### config.mk
export PLATFORM = sky130hd
export DESIGN_NAME = std_fp_mult_pipe_hs_flat
export DESIGN_NICKNAME = d
export VERILOG_FILES = /design/src/rtl/std_fp_pkg.sv /design/src/rtl/std_fp_mult_pipe_hs_if.sv /design/src/rtl/std_fp_round_sat.sv /design/src/rtl/std_fp_mult_pipe_hs.sv /design/src/flat_wrapper.sv
export SDC_FILE = /design/constraint.sdc
export NUM_CORES = 2
export LEC_CHECK = 0
export CAP_MARGIN = 25
export CORE_ASPECT_RATIO = 0.6
export CORE_UTILIZATION = 50
export CTS_BUF_LIST = sky130_fd_sc_hd__clkbuf_8
export CTS_CLUSTER_DIAMETER = 150
export DETAILED_ROUTE_END_ITERATION = 7
export PLACE_DENSITY = 0.72
export SLEW_MARGIN = 40
export SYNTH_ARGS = -nofsm -noshare
export SYNTH_HDL_FRONTEND = slang
export SYNTH_SLANG_ARGS = --single-unit
### constraint.sdc
create_clock -name clk -period 10.33 [get_ports clk]
set_clock_uncertainty 0.1 [all_clocks]
set_input_delay 2.066 -clock clk [delete_from_list [all_inputs] [get_ports clk]]
set_output_delay 2.066 -clock clk [all_outputs]
set_load 0.005 [all_outputs]
### src/rtl/std_fp_pkg.sv
// Shared types and helpers for the std_* fixed-point arithmetic primitives.
// Saturation limits are returned wide and sliced to the width by the caller.
package std_fp_pkg;

  typedef enum logic {
    RND_TRUNC   = 1'b0,
    RND_HALF_UP = 1'b1
  } round_mode_t;

  localparam int FP_MAX_W = 128;
  typedef logic [FP_MAX_W-1:0] fp_word_t;

  // Largest representable code: 0111..1 when signed, 1111..1 when unsigned.
  function automatic fp_word_t fp_sat_max(input int width, input bit is_signed);
    fp_word_t v = '0;
    for (int i = 0; i < FP_MAX_W; i++) begin
      if (i < width - int'(is_signed)) v[i] = 1'b1;
    end
    return v;
  endfunction

  // Smallest representable code: 1000..0 when signed, 0 when unsigned.
  function automatic fp_word_t fp_sat_min(input int width, input bit is_signed);
    fp_word_t v = '0;
    if (is_signed && width > 0) v[width-1] = 1'b1;
    return v;
  endfunction

endpackage

### src/rtl/std_fp_mult_pipe_hs_if.sv
// Valid/ready operand and result channels of the pipelined fixed-point multiplier.
// The slave modport is the multiplier; the master is the producer/consumer around it.
interface std_fp_mult_pipe_hs_if #(
  parameter int WIDTH = 32
);
  logic             in_valid;
  logic             in_ready;
  logic [WIDTH-1:0] left;
  logic [WIDTH-1:0] right;
  logic             out_valid;
  logic             out_ready;
  logic [WIDTH-1:0] out;
  logic             overflow;

  modport master (
    output in_valid, left, right, out_ready,
    input  in_ready, out_valid, out, overflow
  );

  modport slave (
    input  in_valid, left, right, out_ready,
    output in_ready, out_valid, out, overflow
  );
endinterface

### src/rtl/std_fp_round_sat.sv
// Combinational post-processing of a double-width fixed-point product:
// optional half-up rounding, slice back to WIDTH bits, overflow detect and clamp.
module std_fp_round_sat
  import std_fp_pkg::*;
#(
  parameter int          WIDTH      = 32,
  parameter int          FRAC_WIDTH = 16,
  parameter bit          SIGNED     = 1'b0,
  parameter round_mode_t ROUND_MODE = RND_TRUNC,
  parameter bit          SATURATE   = 1'b0
) (
  input  logic [2*WIDTH-1:0] p,
  output logic               overflow,
  output logic [WIDTH-1:0]   result
);
  localparam int RW     = 2 * WIDTH + 1;
  localparam int HI_W   = RW - FRAC_WIDTH - WIDTH;
  localparam int RND_SH = (FRAC_WIDTH > 0) ? FRAC_WIDTH - 1 : 0;
  localparam logic [RW-1:0] RND_ADD =
    (ROUND_MODE == RND_HALF_UP && FRAC_WIDTH > 0) ? (RW'(1) << RND_SH) : '0;
  localparam fp_word_t SAT_MAX = fp_sat_max(WIDTH, SIGNED);
  localparam fp_word_t SAT_MIN = fp_sat_min(WIDTH, SIGNED);

  logic [RW-1:0]    r;
  logic [WIDTH-1:0] out_raw;
  logic [HI_W:0]    top_bits;   // discarded high bits plus the kept MSB

  // NOTE: every output of this always_comb is assigned on every path, so no latch is inferred.
  always_comb begin
    r        = {(SIGNED && p[2*WIDTH-1]), p} + RND_ADD;
    out_raw  = r[FRAC_WIDTH +: WIDTH];
    top_bits = r[RW-1 -: HI_W+1];
    if (SIGNED) overflow = !((&top_bits) || !(|top_bits));
    else        overflow = |top_bits[HI_W:1];
    result = out_raw;
    if (SATURATE && overflow) begin
      result = (SIGNED && p[2*WIDTH-1]) ? SAT_MIN[WIDTH-1:0] : SAT_MAX[WIDTH-1:0];
    end
  end

endmodule

### src/rtl/std_fp_mult_pipe_hs.sv
// Pipelined fixed-point multiplier with valid/ready on both sides and full back-pressure.
// Stage 0 registers operands, stage 1 the raw product, middle stages are retiming slots.
module std_fp_mult_pipe_hs
  import std_fp_pkg::*;
#(
  parameter int WIDTH      = 32,
  parameter int INT_WIDTH  = 16,
  parameter int FRAC_WIDTH = 16,
  parameter int SIGNED     = 0,
  parameter int STAGES     = 3,
  parameter int ROUND      = 0,
  parameter int SATURATE   = 0
) (
  input logic                  clk,
  input logic                  reset,
  std_fp_mult_pipe_hs_if.slave bus
);
  localparam int PW = 2 * WIDTH;

  if (WIDTH != INT_WIDTH + FRAC_WIDTH) begin : g_bad_width
    $fatal(1, "std_fp_mult_pipe_hs: WIDTH must equal INT_WIDTH + FRAC_WIDTH");
  end
  if (STAGES < 2) begin : g_bad_stages
    $fatal(1, "std_fp_mult_pipe_hs: STAGES must be at least 2");
  end
  if (FRAC_WIDTH < 0 || FRAC_WIDTH >= WIDTH) begin : g_bad_frac
    $fatal(1, "std_fp_mult_pipe_hs: FRAC_WIDTH must lie in 0..WIDTH-1");
  end

  logic [STAGES-1:0] vld;
  logic              adv;

  // The whole pipe moves as one: it only freezes when the output is held.
  assign adv          = ~vld[STAGES-1] | bus.out_ready;
  assign bus.in_ready = adv;
  assign bus.out_valid = vld[STAGES-1];

  // NOTE: sequential state uses non-blocking assignments so every stage samples pre-edge values.
  always_ff @(posedge clk) begin
    if (reset)    vld <= '0;
    else if (adv) vld <= {vld[STAGES-2:0], bus.in_valid};
  end

  logic [WIDTH-1:0] a_q, b_q;

  // NOTE: datapath registers are left unreset; the valid bits alone give them meaning.
  always_ff @(posedge clk) begin
    if (adv) begin
      a_q <= bus.left;
      b_q <= bus.right;
    end
  end

  logic [PW-1:0] a_ext, b_ext, p_comb, p_last;

  assign a_ext  = (SIGNED != 0) ? {{WIDTH{a_q[WIDTH-1]}}, a_q} : {{WIDTH{1'b0}}, a_q};
  assign b_ext  = (SIGNED != 0) ? {{WIDTH{b_q[WIDTH-1]}}, b_q} : {{WIDTH{1'b0}}, b_q};
  assign p_comb = a_ext * b_ext;

  for (genvar k = 1; k <= STAGES - 2; k++) begin : g_dly
    logic [PW-1:0] p_q;
    if (k == 1) begin : g_first
      always_ff @(posedge clk) if (adv) p_q <= p_comb;
    end else begin : g_next
      always_ff @(posedge clk) if (adv) p_q <= g_dly[k-1].p_q;
    end
  end

  if (STAGES == 2) begin : g_p_direct
    assign p_last = p_comb;
  end else begin : g_p_piped
    assign p_last = g_dly[STAGES-2].p_q;
  end

  logic [WIDTH-1:0] res;
  logic             res_ovf;

  std_fp_round_sat #(
    .WIDTH      (WIDTH),
    .FRAC_WIDTH (FRAC_WIDTH),
    .SIGNED     (SIGNED != 0),
    .ROUND_MODE ((ROUND != 0) ? RND_HALF_UP : RND_TRUNC),
    .SATURATE   (SATURATE != 0)
  ) u_round_sat (
    .p        (p_last),
    .overflow (res_ovf),
    .result   (res)
  );

  logic [WIDTH-1:0] out_q;
  logic             ovf_q;

  // Bubbles never overwrite the result, so out keeps the last valid value.
  always_ff @(posedge clk) begin
    if (reset) begin
      out_q <= '0;
      ovf_q <= 1'b0;
    end else if (adv && vld[STAGES-2]) begin
      out_q <= res;
      ovf_q <= res_ovf;
    end
  end

  assign bus.out      = out_q;
  assign bus.overflow = ovf_q;

endmodule

### src/flat_wrapper.sv
// flat-port wrapper written by rule: the top's interface ports become plain ports
module std_fp_mult_pipe_hs_flat import std_fp_pkg::*;
#(
  parameter int WIDTH      = 32,
  parameter int INT_WIDTH  = 16,
  parameter int FRAC_WIDTH = 16,
  parameter int SIGNED     = 0,
  parameter int STAGES     = 3,
  parameter int ROUND      = 0,
  parameter int SATURATE   = 0
)
  (clk, reset, bus_in_valid, bus_left, bus_right, bus_out_ready, bus_in_ready, bus_out_valid, bus_out, bus_overflow);
  std_fp_mult_pipe_hs_if #(.WIDTH(WIDTH)) bus_i ();
  input logic clk;
  input logic reset;
  input wire logic [$bits(bus_i.in_valid)-1:0] bus_in_valid;
  input wire logic [$bits(bus_i.left)-1:0] bus_left;
  input wire logic [$bits(bus_i.right)-1:0] bus_right;
  input wire logic [$bits(bus_i.out_ready)-1:0] bus_out_ready;
  output wire logic [$bits(bus_i.in_ready)-1:0] bus_in_ready;
  output wire logic [$bits(bus_i.out_valid)-1:0] bus_out_valid;
  output wire logic [$bits(bus_i.out)-1:0] bus_out;
  output wire logic [$bits(bus_i.overflow)-1:0] bus_overflow;
  assign bus_i.in_valid = bus_in_valid;
  assign bus_i.left = bus_left;
  assign bus_i.right = bus_right;
  assign bus_i.out_ready = bus_out_ready;
  assign bus_in_ready = bus_i.in_ready;
  assign bus_out_valid = bus_i.out_valid;
  assign bus_out = bus_i.out;
  assign bus_overflow = bus_i.overflow;
  std_fp_mult_pipe_hs #(.WIDTH(WIDTH), .INT_WIDTH(INT_WIDTH), .FRAC_WIDTH(FRAC_WIDTH), .SIGNED(SIGNED), .STAGES(STAGES), .ROUND(ROUND), .SATURATE(SATURATE)) u_core (.clk(clk), .reset(reset), .bus(bus_i));
endmodule
==> flow_metrics.py <==
metrics = {
    "status": {
        "status": "finished, final reports clean",
    },
    "sta": {
        "max_freq_mhz": 118,
        "period_share_pct": 81.9,
        "finalHoldViolations": 0,
        "slew_headroom_pct": 39.5,
        "finalMaxSlewViolations": 0,
        "final.min_clock_period_ns": 8.46,
        "setup_viol": 0,
        "rsz0062_at_grt": "no",
        "tightest_slew_ns": 0.908,
        "setup_tns_ns": 0,
    },
    "global_routing": {
        "grt_max_degree": 55,
        "grt_pass1_wl_mm": 171,
        "grtUsageTotal_pct": 30.1,
        "gr-total-overflow": 0,
        "first_global_vias": 27600,
        "antenna_found_initial": 2,
    },
    "synthesis": {
        "ys_seq_area_share_pct": 10.8,
        "synthAdderAreaFrac_pct": 56.0,
        "syn-cell-area_sq_mm": 0.0378,
        "yosysUniqueCellTypes": 66,
        "yosysWarnings": 0,
        "synth.avg_cell_area_sq_um": 9.62,
        "synth_most_common_cell": "fa_1",
        "yosys.area_share.simple_pct": 16.7,
        "synth_top_family_by_area": "adder cells",
        "synth_top_area_share_pct": 47.4,
        "synth_compound_area_share_pct": 4.40,
        "yosysTopAreaCell": "fa_1",
        "syn_inst": 3929,
        "synthTopCellsByArea": "fa_1 (47%), and2_1 (10%), edfxtp_1 (8.9%)",
        "synth_top_cells_by_count": "fa_1 (895), inv_1 (864), and2_1 (603), nand2_1 (538), ha_1 (260)",
        "synth_edf_count": 112,
        "synth-seq-cells": 148,
        "yosys-mux-area-fraction_pct": 0.0265,
        "async_flop_share_pct": 0,
        "synthXorXnorAreaFrac_pct": 1.09,
        "synth_ff_type": "edfxtp_1",
        "syn_nets": 5152,
    },
    "critical_path": {
        "cpPeakStageDelay_ns": 0.89,
        "critPathRequiredTime_ns": 10.61,
        "critPathCapture": "u_core.g_dly[1].p_q[58]",
        "r2r_setup_slack_ns": 1.87,
        "r2r_start": "u_core.a_q[9]",
        "slowest_stage": "edfxtp_1",
        "r2r_cells": 25,
        "r2r-end": "u_core.g_dly[1].p_q[58]",
        "cp-start-kind": "flip-flop",
        "worstSetupEndpointType": "flip-flop",
        "worst_path_most_repeated_cell": "fa_1",
        "worstSetupStartpoint": "u_core.a_q[9]",
        "critical_path_class": "reg -> reg",
        "path_max_fanout": 17,
        "worstPathArrival_ns": 8.74,
    },
    "floorplanning": {
        "core-area_sq_mm": 0.0742,
        "die_h_microns": 215,
        "start_util_pct": 51.0,
        "std_cell_rows": 77,
        "die_width_microns": 357,
        "ios": 103,
        "dieArea_sq_mm": 0.0768,
    },
    "placement": {
        "io_buffers": 102,
        "place.gp.congestion": 1.01,
        "hpwlAfterDp_mm": 87.8,
    },
    "drt": {
        "drt_iter0_drc": 2646,
        "vias": 26900,
        "drt-total-wl_mm": 111,
        "final_antenna_net_count": 0,
        "dr.pass1.iters": 7,
        "wire_per_inst_microns": 22.5,
        "routed_via_density": 5.48,
        "post-route-drc-count": 0,
    },
    "hold_path": {
        "hold_path_depth": 2,
        "worstHoldStart": "u_core.bus.out[21]",
        "hp-class": "reg -> reg",
    },
    "flow_run": {
        "cap_violations": 0,
    },
    "final_layout": {
        "final_nets": 5131,
        "multi_input_comb_area_sq_mm": 0.0296,
        "fillers": 6687,
        "seq_area_sq_mm": 0.00408,
        "area_growth_pct": 6.58,
        "drive_gt1_share_pct": 3.90,
    },
    "clock_tree": {
        "path_clk_slew_ns": 0.14,
        "cts-root-buf": "clkbuf_8",
        "numCtsBuffers": 17,
        "cts.sinks": 148,
        "cts_tree": "done",
        "post_cts_resized": 0,
        "clockBufferDepth": 2,
        "hold_buffers": 0,
        "cts_htree_levels": 4,
        "cts_setup_buffers": 0,
        "clkLatencyLatePin_ns": 0.66,
    },
}
-- stage by stage --
| step | std cells | hold slack, ns | setup WS, ns | utilization, % | instance area [sq um] |
|---|---|---|---|---|---|
| after floorplan | 3929 | 0.353 | 2.78 | - | 37800 |
| after global placement | 4863 | 0.342 | 2.09 | 53.5 | 39700 |
| after detailed placement | 4869 | 0.347 | 1.99 | 53.6 | 39800 |
| after CTS | 4901 | 0.361 | 1.98 | 54.2 | 40200 |
| after global routing | 4910 | 0.374 | 1.56 | 54.3 | 40300 |
| final | 4912 | 0.357 | 1.87 | 54.3 | 40300 |
-- kinds of logic (layout without fill, tap and decap cells) --
family,Yosys count,in the layout
other,0,4
AOI/OAI and AO/OA,250,250
DFF,148,148
xor gates and xnor gates,47,47
buffers and inverters,1091,1083
and+or+nand+nor,1237,1237
muxes,1,1
adders and majority gates,1155,1155
-- registers in the layout, summed over array words and instances, names as in the netlist --
name                 flops
u_core.bus.overflow      1
u_core.b_q              32
u_core.vld               3
u_core.bus.out          32
u_core.a_q              32
u_core.g_dly.p_q        48
-- critical path: cells and delay by family (launching register included) --
| kind | cells | cell delay [ns] |
|---|---|---|
| buf+inv | 6 | 0.69 |
| simple gates | 5 | 0.85 |
| compound gates | 4 | 1.04 |
| flops | 1 | 0.89 |
| fa+ha+maj | 9 | 4.40 |
| xor+xnor | 1 | 0.15 |
-- metal layers --
metal / GRT usage [%] / wire length, microns / up-vias
met5: 0 / 13 / -
met3: 17.3 / 21200 / 89
met4: 4.53 / 1240 / 2
met2: 35.3 / 38100 / 1739
met1: 47.1 / 50000 / 13600
li1: - / - / 11500
-- worst min-delay path by stage --
stage,endpoint,slack [ns]
floorplan,u_core.bus.out[0],0.35
global placement,u_core.bus.out[15],0.34
detailed placement,u_core.bus.out[21],0.35
CTS,u_core.bus.out[21],0.36
global route,u_core.bus.out[7],0.37
finish,u_core.bus.out[21],0.36
-- area by class of cell --
class | count | area share (%)
Antenna cell | 4 | 0.0248
Clock buffer | 18 | 0.615
Clock inverter | 14 | 0.407
Inverter | 864 | 8.05
Multi-Input combinational cell | 2690 | 73.4
Sequential cell | 148 | 10.1
Tap cell | 987 | 3.06
Timing Repair Buffer | 187 | 4.28
-- cells in the final DEF, fill, tap and decap left out, types with 5 or more instances in the layout --
cell and count:
buf_6 10, clkbuf_8 18, o21ai_1 12, dfxtp_1 36, nand3_1 12, nor4_1 5, and3_1 8, clkdlybuf4s50_1 101
fa_1 895, o211ai_1 7, o21bai_1 11, xnor2_1 31, xor2_1 16, inv_1 865, a211oi_1 5, a21o_1 35
nand2_1 537, edfxtp_1 112, o21ai_0 17, and2_1 602, nor3_1 8, a21oi_1 100, o21a_1 7, nand4_1 15
buf_4 72, ha_1 260, nor2_1 31, a31oi_1 14
Power is not shown: default switching activity piles up to over one toggle a cycle in this logic, so the estimate is an artifact.
